===== src/rtl/c7bicu_fetch_bridge.sv =====
// Instruction-side fetch bridge: serves IFU fetches from a one-line (8-byte) buffer,
// or reads the line over the BIU on a miss. At most one request is in flight.
module c7bicu_fetch_bridge #(
  parameter int LBUF_EN = 1,
  parameter int CNT_W   = 32
) (
  input  logic             clk,
  input  logic             resetn,
  input  logic             ifu_icu_req_ic1,
  input  logic [31:0]      ifu_icu_addr_ic1,
  output logic             icu_ifu_ack_ic1,
  output logic             icu_ifu_data_valid_ic2,
  output logic [63:0]      icu_ifu_data_ic2,
  input  logic             csr_icu_inv,
  output logic             icu_biu_req,
  output logic [31:0]      icu_biu_addr,
  input  logic             biu_icu_gnt,
  input  logic             biu_icu_rvalid,
  input  logic [63:0]      biu_icu_rdata,
  output logic [CNT_W-1:0] icu_hit_cnt,
  output logic [CNT_W-1:0] icu_miss_cnt
);

  typedef enum logic [2:0] {
    S_IDLE,
    S_HIT,
    S_BREQ,
    S_BWAIT,
    S_RESP
  } state_e;

  state_e           state_q, state_d;
  logic [28:0]      tag_q, tag_d;
  logic [28:0]      buf_tag_q, buf_tag_d;
  logic             buf_valid_q, buf_valid_d;
  logic [63:0]      buf_data_q, buf_data_d;
  logic [63:0]      data_q, data_d;
  logic [CNT_W-1:0] hit_cnt_q, hit_cnt_d;
  logic [CNT_W-1:0] miss_cnt_q, miss_cnt_d;
  logic             lookup_hit;
  logic             unused_addr_lsb;

  assign unused_addr_lsb = ^ifu_icu_addr_ic1[2:0];

  always_comb begin
    lookup_hit = (LBUF_EN != 0) && buf_valid_q && !csr_icu_inv &&
                 (buf_tag_q == ifu_icu_addr_ic1[31:3]);

    state_d                = state_q;
    tag_d                  = tag_q;
    buf_tag_d              = buf_tag_q;
    buf_valid_d            = buf_valid_q;
    buf_data_d             = buf_data_q;
    data_d                 = data_q;
    hit_cnt_d              = hit_cnt_q;
    miss_cnt_d             = miss_cnt_q;
    icu_ifu_ack_ic1        = 1'b0;
    icu_ifu_data_valid_ic2 = 1'b0;
    icu_biu_req            = 1'b0;

    case (state_q)
      S_IDLE: begin
        icu_ifu_ack_ic1 = ifu_icu_req_ic1;
        if (ifu_icu_req_ic1) begin
          tag_d = ifu_icu_addr_ic1[31:3];
          if (lookup_hit) begin
            data_d  = buf_data_q;
            state_d = S_HIT;
          end else begin
            state_d = S_BREQ;
          end
        end
      end
      S_HIT: begin
        icu_ifu_data_valid_ic2 = 1'b1;
        hit_cnt_d              = hit_cnt_q + CNT_W'(1);
        state_d                = S_IDLE;
      end
      S_BREQ: begin
        icu_biu_req = 1'b1;
        if (biu_icu_gnt) begin
          miss_cnt_d = miss_cnt_q + CNT_W'(1);
          state_d    = S_BWAIT;
        end
      end
      S_BWAIT: begin
        if (biu_icu_rvalid) begin
          data_d      = biu_icu_rdata;
          buf_data_d  = biu_icu_rdata;
          buf_tag_d   = tag_q;
          buf_valid_d = 1'b1;
          state_d     = S_RESP;
        end
      end
      S_RESP: begin
        icu_ifu_data_valid_ic2 = 1'b1;
        state_d                = S_IDLE;
      end
      default: state_d = S_IDLE;
    endcase

    // Invalidate wins over a same-cycle fill: data still returns, line stays invalid.
    if (csr_icu_inv) buf_valid_d = 1'b0;
  end

  always_ff @(posedge clk or negedge resetn) begin
    if (!resetn) begin
      state_q     <= S_IDLE;
      tag_q       <= '0;
      buf_tag_q   <= '0;
      buf_valid_q <= 1'b0;
      buf_data_q  <= '0;
      data_q      <= '0;
      hit_cnt_q   <= '0;
      miss_cnt_q  <= '0;
    end else begin
      state_q     <= state_d;
      tag_q       <= tag_d;
      buf_tag_q   <= buf_tag_d;
      buf_valid_q <= buf_valid_d;
      buf_data_q  <= buf_data_d;
      data_q      <= data_d;
      hit_cnt_q   <= hit_cnt_d;
      miss_cnt_q  <= miss_cnt_d;
    end
  end

  assign icu_ifu_data_ic2 = data_q;
  assign icu_biu_addr     = {tag_q, 3'b000};
  assign icu_hit_cnt      = hit_cnt_q;
  assign icu_miss_cnt     = miss_cnt_q;

  // Read data is only legal while a BIU read is outstanding.
  rvalid_only_in_bwait: assert property (@(posedge clk) disable iff (!resetn)
    biu_icu_rvalid |-> (state_q == S_BWAIT));

endmodule


===== config.mk =====
export PLATFORM = sky130hd
export DESIGN_NAME = c7bicu_fetch_bridge
export DESIGN_NICKNAME = d
export VERILOG_FILES = /design/src/rtl/c7bicu_fetch_bridge.sv
export SDC_FILE = /design/constraint.sdc
export NUM_CORES = 1
export LEC_CHECK = 0
export ABC_CLOCK_PERIOD_IN_PS = 1930
export CAP_MARGIN = 20
export CORE_AREA = 2 2 143 145
export CTS_BUF_LIST = sky130_fd_sc_hd__clkbuf_4 sky130_fd_sc_hd__clkbuf_8 sky130_fd_sc_hd__clkbuf_16
export DETAILED_ROUTE_END_ITERATION = 6
export DIE_AREA = 0 0 145 147
export DONT_BUFFER_PORTS = 1
export PLACE_DENSITY = 0.72
export SLEW_MARGIN = 20
export SYNTH_ARGS = -nofsm -noshare
export SYNTH_HDL_FRONTEND = slang
export SYNTH_SLANG_ARGS = --single-unit

===== constraint.sdc =====
create_clock -name clk -period 1.93 [get_ports clk]
set_input_delay 0.2895 -clock clk [delete_from_list [all_inputs] [get_ports clk]]
set_output_delay 0.2895 -clock clk [all_outputs]
set_load 0.02 [all_outputs]

==> metrics <==
Tcrit/Tclk final=1.15; routed wire length=roughly 34 mm; CP bufs+invs=4; CTS Buf Count=26; post-layout min period=2.22 ns; crit path launch type=flop; critical path required time=~2.4 ns; Fillers=1074; GP Congestion=0.825; failing checks=hold timing, setup timing; FP Rows=52; cell count along the critical path=10; DRT Pass-1 Iters=5; Core Footprint=19800 um2; setup TNS=-24.99 ns; busiest layer in global routing=met2; FMAX=0.451 GHz; Multi-input gate area=5030 um2; worst-case clock buffer depth=3; Worst-Skew Late Latency=0.54 ns; Max H-tree Level=1; grt total ovfl=0; Sinks on Clock Net=254; mapped cell area=about 11000 um2; area grow syn2layout=43.9%; sequential-to-total area share from yosys stat=0.597; fin area=15300 um2; vias per cell=6.14; Final HPWL DP=around 17 mm; Max-cap violations=0; drt wl/cell=26.0 um; Synth top area share=0.597; Fin. Hold Viols=255; Total Power=approximately 24 mW; Critical Path AT=2.66 ns; ratio of cells with drive above 1 in the final layout=0.411; Hold Crit Class=in2async; Crit Path Class=reg2reg; top cells by area, synth=dfrtp_1 (60%), mux2_2 (13%), xnor2_1 (5.7%), a2bb2oi_1 (5.3%), o22ai_1 (3.8%); NumNets Final=1114; setup violators final=188; CP delay by family, top=buffers and inverters; # IOs=265; CP max-delay cell=dfrtp_1; critical path's largest stage delay=0.40 ns; # DRC=0; grt met1 use=0.322; overall routing resource usage=0.268; grt met3 use=0.0835; vias in the first global route=8424; CTS clk-pin slew, worst paths=roughly 0.07 ns; Hold Slack=-0.550 ns; worst rel slew slack=0.611; worst reg2reg path depth=10; initial core utilization=0.537; Synth Register Bits=254; syn_area_per_cell=approximately 13 um2; port buffer count=0; Syn Inst Count=799; Iter 0 DRT Violations=497; RSZ-0062 raised after global routing=true; full die area=21300 um2; Least-Margin Pin Slew=0.577 ns; Placed Area=11400 um2; vias=7964; run status=finished, violations left; CTS tree=done; crit path cell chain=xnor2_1 -> nand4_1 -> nor4_2 -> buf_4 -> nand4_1 -> buf_6 -> a21boi_4 -> buf_12 -> buf_16 -> a2bb2oi_1; Final Skew=0.0194 ns; initial antenna violation count=2; worst vdd ir=about 1.1 mV; crit end category=flop; Detail Route Antenna Nets=0; setup ws final=-0.286 ns; Synth warnings=0; Root Driver=clkbuf_16; die height=147 um; Final Max Tran Viols=0; Static Leakage=6.66 nW; sequential cell area=6370 um2; Final Core Density=0.772; Synth area leader=dfrtp_1; Crit path top cell by count=nand4_1; routing usage on met2=0.459; Pwr Density=1580 nW/um2; first-pass GRT wire length=45.8 mm; largest net degree at the start of global routing=255; distinct cell type count after synthesis=43; Max FO, Critical Path=9; flop2flop setup slack=-0.29 ns; Die Width=around 150 um
per-layer routing:
layer	up-vias	part of all wire
met1	4107	0.37
met5	-	0
met2	415	0.50
met3	96	0.096
li1	3346	-
met4	0	0.033
cell type report:
| type | count | share of cell area |
|---|---|---|
| well taps | 270 | 0.0220 |
| flip-flops and latches | 254 | 0.415 |
| multi-input cells | 485 | 0.328 |
| clock inverters | 10 | 0.00751 |
| diodes | 2 | 0.000327 |
| repair buffers | 230 | 0.174 |
| clock buffers | 34 | 0.0492 |
| inverters | 13 | 0.00351 |
synth_stat cells (all sizes together):
cell and n:
nand2b 3, a2bb2oi 64, or3b 1, conb 1, and2 4, nand3 21
nand4b 1, a21o 1, nand4 22, a22oi 1, a21oi 2, a21boi 1
dfrtp 254, clkbuf 22, or3 1, o311ai 1, nor2 23, nor3b 1
xnor2 69, or4 1, buf 27, and3 12, xor2 22, ha 2
inv 13, or2 1, nand2 22, o22ai 64, mux2 124, and4 4
a32oi 1, nor4 2, nor3 11
cells by family after synthesis:
kind of cell | share of synthesized area
DFF | 0.597
other | 0.000352
AOI/OAI and AO/OA | 0.0949
adders and majority gates | 0.00235
buffers and inverters | 0.0300
xor gates and xnor gates | 0.0749
and+or+nand+nor | 0.0694
muxes | 0.131
per-stage QoR:
step / setup WS [ns] / std cells
floorplan: 0.0111 / 801
global placement: -0.282 / 1092
global route: -0.404 / 1298
finish: -0.286 / 1298
detailed placement: -0.439 / 1092
CTS: -0.272 / 1258
final timing paths:
check,startpoint,end
max,buf_tag_q[22]$_DFFE_PN0P_,icu_ifu_data_ic2[42]$_DFFE_PN0P_
min reg2reg,buf_data_q[39]$_DFFE_PN0P_,buf_data_q[39]$_DFFE_PN0P_
max reg2reg,buf_tag_q[22]$_DFFE_PN0P_,icu_ifu_data_ic2[42]$_DFFE_PN0P_
min,resetn,icu_hit_cnt[9]$_DFFE_PN0N_
min in group clk,biu_icu_rdata[54],icu_ifu_data_ic2[54]$_DFFE_PN0P_
max in group asynchronous,resetn,tag_q[19]$_DFFE_PN0P_
cell usage in the layout (no fill, tap or decap), types with 4 or more instances in the layout:
cell           Yosys  routed
o22ai_2            0      17
nand2_1           21      17
a2bb2oi_2          0      39
nand3_4            0       5
mux2_4             0      92
clkbuf_16          0      40
buf_4             14      72
dfrtp_2            0       8
xnor2_2            0       5
buf_8              0       4
and3_1            12       8
nand3_1           19      12
clkbuf_8           1       7
dlygate4sd3_1      0      98
buf_6              2      19
nor3_4             2       4
buf_12             0      15
xor2_1            22      21
xnor2_1           69      63
nand3_2            2       4
nor2_2             0       5
dfrtp_1          254     246
mux2_2           124      32
o22ai_1           64      46
nand4_1           22      22
inv_1             13      11
nor2_4             1       9
clkinv_2           0       6
and3_4             0       4
buf_16             0       8
a2bb2oi_1         64      25
nor2_1            22       9
nor3_1             8       6
power by group:
| part | leakage (nW) | switching [mW] | internal [mW] | total, mW |
|---|---|---|---|---|
| logic | 3.15 | 3.27 | 5.26 | 8.53 |
| registers | 3.06 | 3.13 | 7.43 | 10.6 |
| clock network | 0.438 | 2.09 | 3.01 | 5.10 |
sequential cells by signal, indices dropped and copies added (netlist names):
signal            cells
buf_tag_q            29
buf_data_q           64
state_q               3
icu_ifu_data_ic2     64
icu_hit_cnt          32
buf_valid_q           1
tag_q                29
icu_miss_cnt         32
timing repair:
action | CTS | global route
endpoints found under the hold margin | 368 | 256
gates cloned | 7 | 18
endpoints found under the setup margin | 171 | 219
hold buffers | 96 | 2
pin swaps | 13 | 24
gates resized for setup | 53 | 223
setup buffers | 21 | 21
Power figures use the tool's default switching activity.
